`src/rtl/fft_frame_loader_if.sv`:
```
// Sample stream and FFT-core control bundle for the frame loader.
// The slave modport is the loader's view. The master modport is the view of
// whatever drives samples and observes the core controls.
interface fft_frame_loader_if #(
  parameter int DATA_W = 16
);
  // Upstream sample stream
  logic                  s_valid;
  logic                  s_ready;
  logic [DATA_W-1:0]     s_real;
  logic [DATA_W-1:0]     s_imag;

  // FFT core side: parallel lanes plus load/compute controls
  logic [8*DATA_W-1:0]   x_real;
  logic [8*DATA_W-1:0]   x_imag;
  logic                  write;
  logic                  start;
  logic                  fft_ready;

  modport master (
    output s_valid, s_real, s_imag, fft_ready,
    input  s_ready, x_real, x_imag, write, start
  );

  modport slave (
    input  s_valid, s_real, s_imag, fft_ready,
    output s_ready, x_real, x_imag, write, start
  );
endinterface

```
`src/rtl/fft_frame_loader.sv`:
```
// Upstream feeder for the 8-point FFT core. It packs 8 streamed complex
// samples into parallel lanes, then sequences the core: one write pulse,
// start held for RUN_CYCLES, and a frame_done pulse. After that it accepts
// the next frame.
module fft_frame_loader #(
  parameter int DATA_W     = 16,
  parameter int RUN_CYCLES = 3    // core pipeline depth, 1..15
) (
  input  logic                 CLK,
  input  logic                 RST,
  fft_frame_loader_if.slave    lb,
  output logic                 frame_done,
  output logic                 busy,
  output logic [7:0]           frame_cnt,
  output logic                 err_ready
);

  typedef enum logic [1:0] {
    FILL  = 2'd0,
    WRITE = 2'd1,
    RUN   = 2'd2,
    DONE  = 2'd3
  } state_t;

  localparam logic [3:0] RUN_LAST = 4'(RUN_CYCLES - 1);

  state_t            state;
  state_t            state_nxt;
  logic [2:0]        idx;        // lane that receives the next accepted sample
  logic [3:0]        run_cnt;    // cycles already spent in RUN
  logic              init_q;     // low until the first edge after reset release
  logic              xfer;
  logic              write_q;
  logic              start_q;
  logic [DATA_W-1:0] lane_re [8];
  logic [DATA_W-1:0] lane_im [8];

  // s_ready is the only decoded output. It is held low during reset and in the first cycle after release.
  assign lb.s_ready = init_q && (state == FILL);
  assign xfer       = lb.s_valid && lb.s_ready;
  assign lb.write   = write_q;
  assign lb.start   = start_q;

  // Next-state decode for the frame sequencer
  always_comb begin
    // NOTE: default first so every path assigns state_nxt and no latch is inferred.
    state_nxt = state;
    unique case (state)
      FILL:    if (xfer && (idx == 3'd7)) state_nxt = WRITE;
      WRITE:   state_nxt = RUN;
      RUN:     if (run_cnt == RUN_LAST) state_nxt = DONE;
      DONE:    state_nxt = FILL;
      default: state_nxt = FILL;
    endcase
  end

  // State register, lane index and RUN cycle counter
  always_ff @(posedge CLK or posedge RST) begin
    if (RST) begin
      // NOTE: non-blocking assignments keep every register updating from pre-edge values.
      state   <= FILL;
      init_q  <= 1'b0;
      idx     <= 3'd0;
      run_cnt <= 4'd0;
    end else begin
      state   <= state_nxt;
      init_q  <= 1'b1;
      if (xfer) idx <= idx + 3'd1;   // wraps 7 -> 0 at the end of each frame
      run_cnt <= (state == RUN) ? run_cnt + 4'd1 : 4'd0;
    end
  end

  // Registered core controls and status, decoded from the state being entered
  always_ff @(posedge CLK or posedge RST) begin
    if (RST) begin
      write_q    <= 1'b0;
      start_q    <= 1'b0;
      frame_done <= 1'b0;
      busy       <= 1'b0;
      frame_cnt  <= 8'd0;
      err_ready  <= 1'b0;
    end else begin
      write_q    <= (state_nxt == WRITE);
      start_q    <= (state_nxt == RUN);
      frame_done <= (state_nxt == DONE);
      busy       <= (state_nxt != FILL);
      if (state_nxt == DONE) frame_cnt <= frame_cnt + 8'd1;
      if ((state == RUN) && (run_cnt == RUN_LAST) && !lb.fft_ready) err_ready <= 1'b1;
    end
  end

  // Lane storage. Only an accepted sample writes, so junk on an idle bus never reaches the lanes.
  always_ff @(posedge CLK or posedge RST) begin
    if (RST) begin
      // NOTE: the lanes are reset because the core sees them directly and they must read 0 after reset.
      for (int k = 0; k < 8; k++) begin
        lane_re[k] <= '0;
        lane_im[k] <= '0;
      end
    end else if (xfer) begin
      lane_re[idx] <= lb.s_real;
      lane_im[idx] <= lb.s_imag;
    end
  end

  // Flatten the lanes onto the packed buses; lane k sits at [k*DATA_W +: DATA_W]
  for (genvar k = 0; k < 8; k++) begin : g_pack
    assign lb.x_real[k*DATA_W +: DATA_W] = lane_re[k];
    assign lb.x_imag[k*DATA_W +: DATA_W] = lane_im[k];
  end

endmodule
```
`src/flat_wrapper.sv`:
```
// flat-port wrapper written by rule: the top's interface ports become plain ports
module fft_frame_loader_flat 
#(
  parameter int DATA_W     = 16,
  parameter int RUN_CYCLES = 3                                 
)
  (CLK, RST, frame_done, busy, frame_cnt, err_ready, lb_s_valid, lb_s_real, lb_s_imag, lb_fft_ready, lb_s_ready, lb_x_real, lb_x_imag, lb_write, lb_start);
  fft_frame_loader_if #(.DATA_W(DATA_W)) lb_i ();
  input  logic CLK;
  input  logic RST;
  output logic frame_done;
  output logic busy;
  output logic [7:0] frame_cnt;
  output logic err_ready;
  input wire logic [$bits(lb_i.s_valid)-1:0] lb_s_valid;
  input wire logic [$bits(lb_i.s_real)-1:0] lb_s_real;
  input wire logic [$bits(lb_i.s_imag)-1:0] lb_s_imag;
  input wire logic [$bits(lb_i.fft_ready)-1:0] lb_fft_ready;
  output wire logic [$bits(lb_i.s_ready)-1:0] lb_s_ready;
  output wire logic [$bits(lb_i.x_real)-1:0] lb_x_real;
  output wire logic [$bits(lb_i.x_imag)-1:0] lb_x_imag;
  output wire logic [$bits(lb_i.write)-1:0] lb_write;
  output wire logic [$bits(lb_i.start)-1:0] lb_start;
  assign lb_i.s_valid = lb_s_valid;
  assign lb_i.s_real = lb_s_real;
  assign lb_i.s_imag = lb_s_imag;
  assign lb_i.fft_ready = lb_fft_ready;
  assign lb_s_ready = lb_i.s_ready;
  assign lb_x_real = lb_i.x_real;
  assign lb_x_imag = lb_i.x_imag;
  assign lb_write = lb_i.write;
  assign lb_start = lb_i.start;
  fft_frame_loader #(.DATA_W(DATA_W), .RUN_CYCLES(RUN_CYCLES)) u_core (.CLK(CLK), .RST(RST), .lb(lb_i), .frame_done(frame_done), .busy(busy), .frame_cnt(frame_cnt), .err_ready(err_ready));
endmodule
```
`config.mk`:
```
export PLATFORM = sky130hd
export DESIGN_NAME = fft_frame_loader_flat
export DESIGN_NICKNAME = d
export VERILOG_FILES = /design/src/rtl/fft_frame_loader_if.sv /design/src/rtl/fft_frame_loader.sv /design/src/flat_wrapper.sv
export SDC_FILE = /design/constraint.sdc
export NUM_CORES = 1
export LEC_CHECK = 0
export CORE_ASPECT_RATIO = 0.75
export CORE_UTILIZATION = 45
export CTS_CLUSTER_DIAMETER = 120
export DETAILED_ROUTE_END_ITERATION = 12
export PLACE_DENSITY = 0.76
export SLEW_MARGIN = 40
export SYNTH_ARGS = -nofsm -noshare
export SYNTH_HDL_FRONTEND = slang
export SYNTH_SLANG_ARGS = --single-unit
```
`constraint.sdc`:
```
create_clock -name CLK -period 14.2 [get_ports CLK]
set_clock_uncertainty 0.15 [all_clocks]
set_input_delay 2.84 -clock CLK [delete_from_list [all_inputs] [get_ports CLK]]
set_output_delay 2.84 -clock CLK [all_outputs]
set_load 0.01 [all_outputs]
```
# Word-level counts from Yosys, hierarchy flattened
# Index checks and enable logic that the tools add are counted.
dict set report word_totals {
  reg_bits 279
  inputBits 36
}
dict set report op_classes {
  n_bitwise 1
  n_lt_le_gt_ge 2
  addsub 3
  n_reduce_logical 9
  n_mux 8
  n_eq_ne 8
}
# cell count
set ops {}
lappend ops {{128-bit bitwise mux} 2}
lappend ops {{16-bit demux with 3-bit select} 1}
lappend ops {{16-bit 2-to-1 mux} 1}
lappend ops {{8-bit by 1-bit adder with 8-bit output, second input constant} 1}
lappend ops {{2-bit == test, second input constant} 4}
lappend ops {{2-bit case mux with 4 select lines} 1}
lappend ops {{1-bit logical AND} 6}
lappend ops {{4-bit by 1-bit adder with 4-bit output, second input constant} 1}
lappend ops {{2-bit by 1-bit == test with 1-bit output, second input constant} 2}
lappend ops {{4-bit by 2-bit == test with 1-bit output, second input constant} 1}
lappend ops {{4-bit greater-or-equal comparator, second input constant} 1}
lappend ops {{4-bit by 1-bit < comparator with 1-bit output, second input constant} 1}
lappend ops {{2-bit 2-to-1 mux} 2}
lappend ops {{4-bit 2-to-1 mux} 1}
lappend ops {{3-bit inverter with 4-bit output} 1}
lappend ops {{3-bit by 1-bit adder with 3-bit output, second input constant} 1}
lappend ops {{3-bit == test, second input constant} 1}
lappend ops {{2-bit logical NOT} 1}
lappend ops {{2-bit nonzero test} 1}
lappend ops {{1-bit logical NOT} 1}

# Depth between registers and ports, before layout
# Gate-level depths: netlist (run 1).
dict set report logic_depth {
  ltp_word 7
  depth_mapped 7
}

# Least setup slack after synthesis (run 1)
# OpenSTA, ideal clock, no wires.
dict set report synth_path {
  kind {input port to flip-flop}
  start {input port lb_s_valid}
  end {register u_core.lane_im (netlist bit u_core.lb.x_imag[0])}
  slack_ns 9.917
  cell_stages 5
  arrival_ns 4.008
  cell_sequence {nand3b_1 > or4b_1 > buf_2 > buf_6 > mux2_4}
}
dict set report synth_via {
  elab_chain_len 1
}
# element line_no
set synth_lines {}
lappend synth_lines {{from (decl)} flat_wrapper.sv:15} ;# input wire logic [$bits(lb_i.s_valid)-1:0] lb_s_valid;
lappend synth_lines {{1-bit logical AND} fft_frame_loader.sv:40} ;# assign xfer = lb.s_valid && lb.s_ready;
lappend synth_lines {{to (signal, indexed assignment)} fft_frame_loader.sv:102} ;# lane_im[idx] <= lb.s_imag;
lappend synth_lines {{to (decl)} fft_frame_loader.sv:36} ;# logic [DATA_W-1:0] lane_im [8];
# No other way between the ends.
# A chain may end at the register's enable or synchronous reset.

# Worst setup path after layout (run 1)
dict set report layout_path {
  start {register u_core.state[0]}
  end {output port lb_s_ready}
}
dict set report layout_via {
  elab_chain_len 2
}
# element line_no
set layout_lines {}
lappend layout_lines {{from (decl)} fft_frame_loader.sv:27} ;# state_t state;
lappend layout_lines {{from (signal assigned)} fft_frame_loader.sv:66} ;# state <= state_nxt;
lappend layout_lines {{2-bit logical NOT} fft_frame_loader.sv:39} ;# assign lb.s_ready = init_q && (state == FILL);
lappend layout_lines {{1-bit logical AND} fft_frame_loader.sv:39}
lappend layout_lines {{to (decl)} flat_wrapper.sv:19} ;# output wire logic [$bits(lb_i.s_ready)-1:0] lb_s_ready;
# No other way between the ends.

==> results of run 1 <==
power by group:
part	internal, mW	total, mW	switching, mW
combinational	0.874	1.39	0.520
sequential	1.13	1.32	0.193
clock	0.476	0.778	0.303
state kept, by name (all words and copies together), names as in the netlist, 2 cells and up:
| signal | flops |
|---|---|
| u_core.frame_cnt | 8 |
| u_core.idx | 3 |
| u_core.lb.x_imag | 128 |
| u_core.lb.x_real | 128 |
| u_core.run_cnt | 4 |
| u_core.state | 2 |
through the flow:
step                area, sq um  setup slack (ns)  hold slack, ns  util, %
finish                    15300              9.24           0.316     65.8
global route              15300              9.15           0.345     65.8
CTS                       15300              9.20           0.312     65.7
detailed placement        14300              8.74           0.300     61.4
global placement          14200              8.80           0.289     60.9
floorplan                 10800              3.52           0.301        -
logic make-up (layout without fill, tap and decap cells):
| logic type | count (synthesis) | after routing | synth area share, % |
|---|---|---|---|
| flops | 279 | 279 | 64.8 |
| mux | 259 | 259 | 29.1 |
| simple gates | 39 | 39 | 2.11 |
| buf+inv | 31 | 374 | 1.73 |
| xor+xnor | 10 | 10 | 0.812 |
| fa+ha+maj | 8 | 8 | 0.928 |
| compound gates | 5 | 5 | 0.487 |
| other cells | 1 | 1 | 0.0348 |
Yosys cell counts:
master	number
nor2_1	6
inv_1	4
buf_2	20
mux2_4	60
xor2_1	9
a21o_1	1
nand3b_1	2
buf_6	6
nor4b_1	4
nor4_1	1
dfrtp_1	279
or2_1	1
conb_1	1
nand4_1	1
xnor2_1	1
nand2_1	3
o2111ai_1	1
or4b_1	2
o21ai_0	2
ha_1	8
clkbuf_1	1
nand3_1	5
nor2b_1	3
nor3_1	6
nor2_2	1
and3_1	1
mux2_2	198
a311oi_4	1
mux2_1	1
and2_1	3
worst min-delay path by stage:
stage                     cells past startpoint                end  slack, ns
after floorplan                               1  u_core.run_cnt[0]       0.30
final                                         1   u_core.err_ready       0.32
after global placement                        1   u_core.err_ready       0.29
after CTS                                     1   u_core.err_ready       0.31
after global routing                          1   u_core.err_ready       0.34
after detailed placement                      1   u_core.err_ready       0.30
worst register-to-register path: stages, from the launching register on:
cell and delay, ns:
dfrtp_1 0.40, inv_1 0.12, ha_1 0.23, nand3_1 0.26, or4b_2 0.86, buf_4 0.38, mux2_4 0.38
cells in the final DEF (no fill, tap or decap), types with 2 or more instances in the layout:
cell / count
mux2_4: 60
ha_1: 8
dfrtp_1: 279
clkdlybuf4s50_1: 305
nor4b_1: 4
bufinv_16: 4
inv_1: 3
o21ai_0: 2
nor3_2: 2
mux2_2: 198
nor3_1: 4
clkbuf_8: 6
buf_16: 5
nand3_1: 5
clkbuf_16: 29
nor2_1: 2
nor2b_1: 3
xor2_1: 9
or4b_2: 2
clkinv_2: 7
nor2_4: 4
and2_1: 3
buf_4: 8
clkbuf_1: 4
nand3b_1: 2
nand2_1: 3
routing by layer:
| metal | vias to the layer above | global-route usage, % | wire, um |
|---|---|---|---|
| met5 | - | 0 | 0 |
| met4 | 0 | 3.94 | 370 |
| met3 | 26 | 8.25 | 2520 |
| met2 | 244 | 36.0 | 12600 |
| met1 | 3367 | 30.0 | 12000 |
| li1 | 2878 | - | - |
area by class of cell:
cell class              instances  area [sq um]
repair buffers                319          3270
flip-flops and latches        279          6980
clock inverters                12           163
inverters                       4          27.5
well taps                     300           375
clock buffers                  39           823
fillers                      1670          7950
multi-input cells             322          3650
==> metrics.yaml, run 1 <==
status: "finished, final reports clean"
finalHoldViolations: 0
synth.yosys.seq_area_share_pct: 64.8
core_area_sq_um: 23200
tightest_slew_ns: 0.691
reg2reg_to: "u_core.lb.x_imag[35]"
grt_util_all_layers_pct: 22.6
slew_violations: 0
worstPathArrival_ns: 1.97
cts-root-buf: "clkbuf_16"
critical_path.top_delay_family: "buffers and inverters"
power.density_nw_per_um2: 229
fin_crit_sh_pct: 35.0
worstSetupPathType: "reg -> out"
grt_pass1_vias: 7068
startpoint_type: "register"
min_period_ns: 4.96
p_total_mw: 3.50
routedWlPerCell_um: 21.5
clk_pin_slew_worst_paths_ns: 0.06
ioPinCount: 306
cts_tree: "built"
dpl.hpwl_um: 18400
r2r-start: "u_core.state[0]"
yosys_warnings: 0
cts_sinks: 279
drt-total-wl_um: 27500
gp_congestion: 0.781
relSlewSlack_pct: 53.9
crit_slowest_cell: "clkdlybuf4s50_1"
die_y_um: 136
nets: 998
syn_nets: 676
drc: 0
overflow: 0
syn_inst: 632
irDropWorstVdd_uv: 157
setup-tns-final_ns: 0
drt_iter0_drc: 289
row_count: 48
synthTopCellsByArea: "dfrtp_1, mux2_2, mux2_4"
initial_utilization_pct: 46.4
cp.required_ns: 11.21
clock_path_buffers: 3
synth.largest_area_cell: "dfrtp_1"
worstSkewPairLatency_ns: 0.52
startpoint: "u_core.state[0]"
cap_viol_max_count: 0
crit_buf_inv: 2
antenna_found_initial: 0
ctsResizeCount: 0
die_area_sq_um: 24600
post_cts_buffers: 0
synthDistinctLibCells: 30
synthToLayoutAreaGrowth_pct: 41.9
grt_pass1_wl_um: 42500
antenna_left: 0
drtPass1Iterations: 6
antenna_cells: 0
ys_seq_elements: 279
r2r_slack_ns: 11.31
drive_above_1_share_pct: 33.8
cpPeakStageDelay_ns: 0.55
reg2reg_depth: 6
grt_max_degree: 160
htreeDepth: 1
hp-class: "reg -> reg"
end_kind: "primary output"
power_leakage_nw: 6.97
finalSetupViolCount: 0
io_buffers: 305
via_per_inst: 5.11
vias: 6515
syn_area_sq_um: 10800
path_cells: "inv_1, ha_1, and2_1, clkdlybuf4s50_1"
cp_max_fo: 4
holdBufCountCts: 0
numCtsBuffers: 28
synthDominantCellAreaShare_pct: 64.8
syn_avg_cell_area_sq_um: 17.1
die_w_um: 181
cp-endpoint: "lb_s_ready"
finalNonFillerCells: 1275
worst-path-stages: 4
placed_cells: 1223
rsz0062_at_grt: "no"
hold_start: "u_core.err_ready"
clock.fmax_ghz: 0.201
Note: power is estimated with default switching activity, not from simulation.
==> run 2: changes to the inputs <==
==> constraint.sdc (replaced) <==
create_clock -name CLK -period 4.9 [get_ports CLK]
set_clock_uncertainty 0.15 [all_clocks]
set_input_delay 0.98 -clock CLK [delete_from_list [all_inputs] [get_ports CLK]]
set_output_delay 0.98 -clock CLK [all_outputs]
set_load 0.01 [all_outputs]
==> metrics.yaml, run 2 (same netlist as run 1, synthesis figures left out) <==
drt_iter0_drc: 334
status: "finished, final reports clean"
clock.fmax_ghz: 0.311
fin_crit_sh_pct: 65.7
cts_sinks: 279
row_count: 48
reg2reg_depth: 6
hold_depth: 1
layout_common_cells: "clkdlybuf4s50_1, dfrtp_1, mux2_2"
path_cells: "clkdlybuf4s50_1, nand3_1, or4b_2, buf_4, mux2_4"
via_per_inst: 5.12
fin_util_pct: 65.0
startpoint_type: "input port"
cp_max_fo: 17
die_y_um: 136
worstPathArrival_ns: 3.48
crit_buf_inv: 2
antenna_cells: 0
post_cts_buffers: 0
ff_latch_area_sq_um: 6980
routedWlPerCell_um: 21.5
grt_util_all_layers_pct: 22.3
critical_path.top_delay_family: "simple AND/OR/NAND/NOR gates"
core_area_sq_um: 23200
end_kind: "register"
worstSkewPairLatency_ns: 0.53
clk_pin_slew_worst_paths_ns: 0.06
cts-root-buf: "clkbuf_16"
drt-total-wl_um: 27400
irDropWorstVdd_uv: 373
power.density_nw_per_um2: 659
antenna_found_initial: 0
min_period_ns: 3.22
numCtsBuffers: 28
grt_pass1_wl_um: 41900
holdBufCountCts: 0
die_w_um: 181
die_area_sq_um: 24600
initial_utilization_pct: 46.4
ctsResizeCount: 0
cap_viol_max_count: 0
clock_path_buffers: 3
drc: 0
rsz0062_at_grt: "no"
power_leakage_nw: 6.89
cts_tree: "built"
crit_slowest_cell: "or4b_2"
hp-class: "reg -> reg"
overflow: 0
worstSetupPathType: "in -> reg"
vias: 6531
relSlewSlack_pct: 47.5
grt_pass1_vias: 6895
drtPass1Iterations: 4
setup-tns-final_ns: 0
drive_above_1_share_pct: 33.6
ioPinCount: 306
dpl.hpwl_um: 18500
htreeDepth: 1
finalHoldViolations: 0
slew_violations: 0
synthToLayoutAreaGrowth_pct: 40.2
grt_max_degree: 114
tightest_slew_ns: 0.785
nets: 999
layout_commonest_cell: "clkdlybuf4s50_1"
cpPeakStageDelay_ns: 1.04
fill_cells: 1706
finalSetupViolCount: 0
cp.required_ns: 5.16
io_buffers: 305
gp_congestion: 0.745
antenna_left: 0
multiInputGateArea_sq_um: 3650
worst-path-stages: 5
## run 2: path summary, 6_finish.rpt
check,startpoint,to,slack (ns)
max in group asynchronous,RST,u_core.lb.x_real[30],3.20
min reg2reg,u_core.err_ready,u_core.err_ready,0.31
max reg2reg,u_core.state[0],u_core.lb.x_real[37],1.87
min,u_core.err_ready,u_core.err_ready,0.31
max,lb_s_valid,u_core.lb.x_real[37],1.68
min in group asynchronous,RST,u_core.lb.start,0.84
## run 2: final cells by class
| cell class | count | share of cell area (%) |
|---|---|---|
| repair buffers | 320 | 21.1 |
| clock inverters | 11 | 0.604 |
| well taps | 300 | 2.48 |
| inverters | 4 | 0.124 |
| clock buffers | 39 | 5.31 |
| multi-input cells | 322 | 24.2 |
| flip-flops and latches | 279 | 46.2 |
## run 2: report_power, final
group	switching [mW]	total (mW)	internal, mW
clock network	0.886	2.08	1.20
logic	1.50	4.03	2.53
registers	0.571	3.85	3.28
## run 2: per-layer routing
metal  vias up  part of all wire [%]  track usage (%)
met5         -                     0                0
met4         0                   2.1             6.03
met3        37                   8.8             8.14
met2       239                    43             33.6
met1      3362                    46             30.6
li1       2893                     -                -
## run 2: stage by stage
step	setup WS, ns	cells	hold slack [ns]	area (sq um)	total power [mW]
after floorplan	0.0767	632	0.301	10800	5.50
after CTS	1.69	1275	0.310	15100	10.0
after global routing	1.60	1275	0.318	15100	10.4
after global placement	1.19	1225	0.293	14200	7.83
after detailed placement	1.14	1225	0.298	14200	7.91
final	1.68	1275	0.307	15100	9.96
## run 2: worst register-to-register path: stages, from the launching register on
cell and delay, ns:
dfrtp_1 0.40, inv_1 0.11, ha_1 0.23, nand3_1 0.25, or4b_2 1.04, buf_4 0.39, mux2_4 0.35
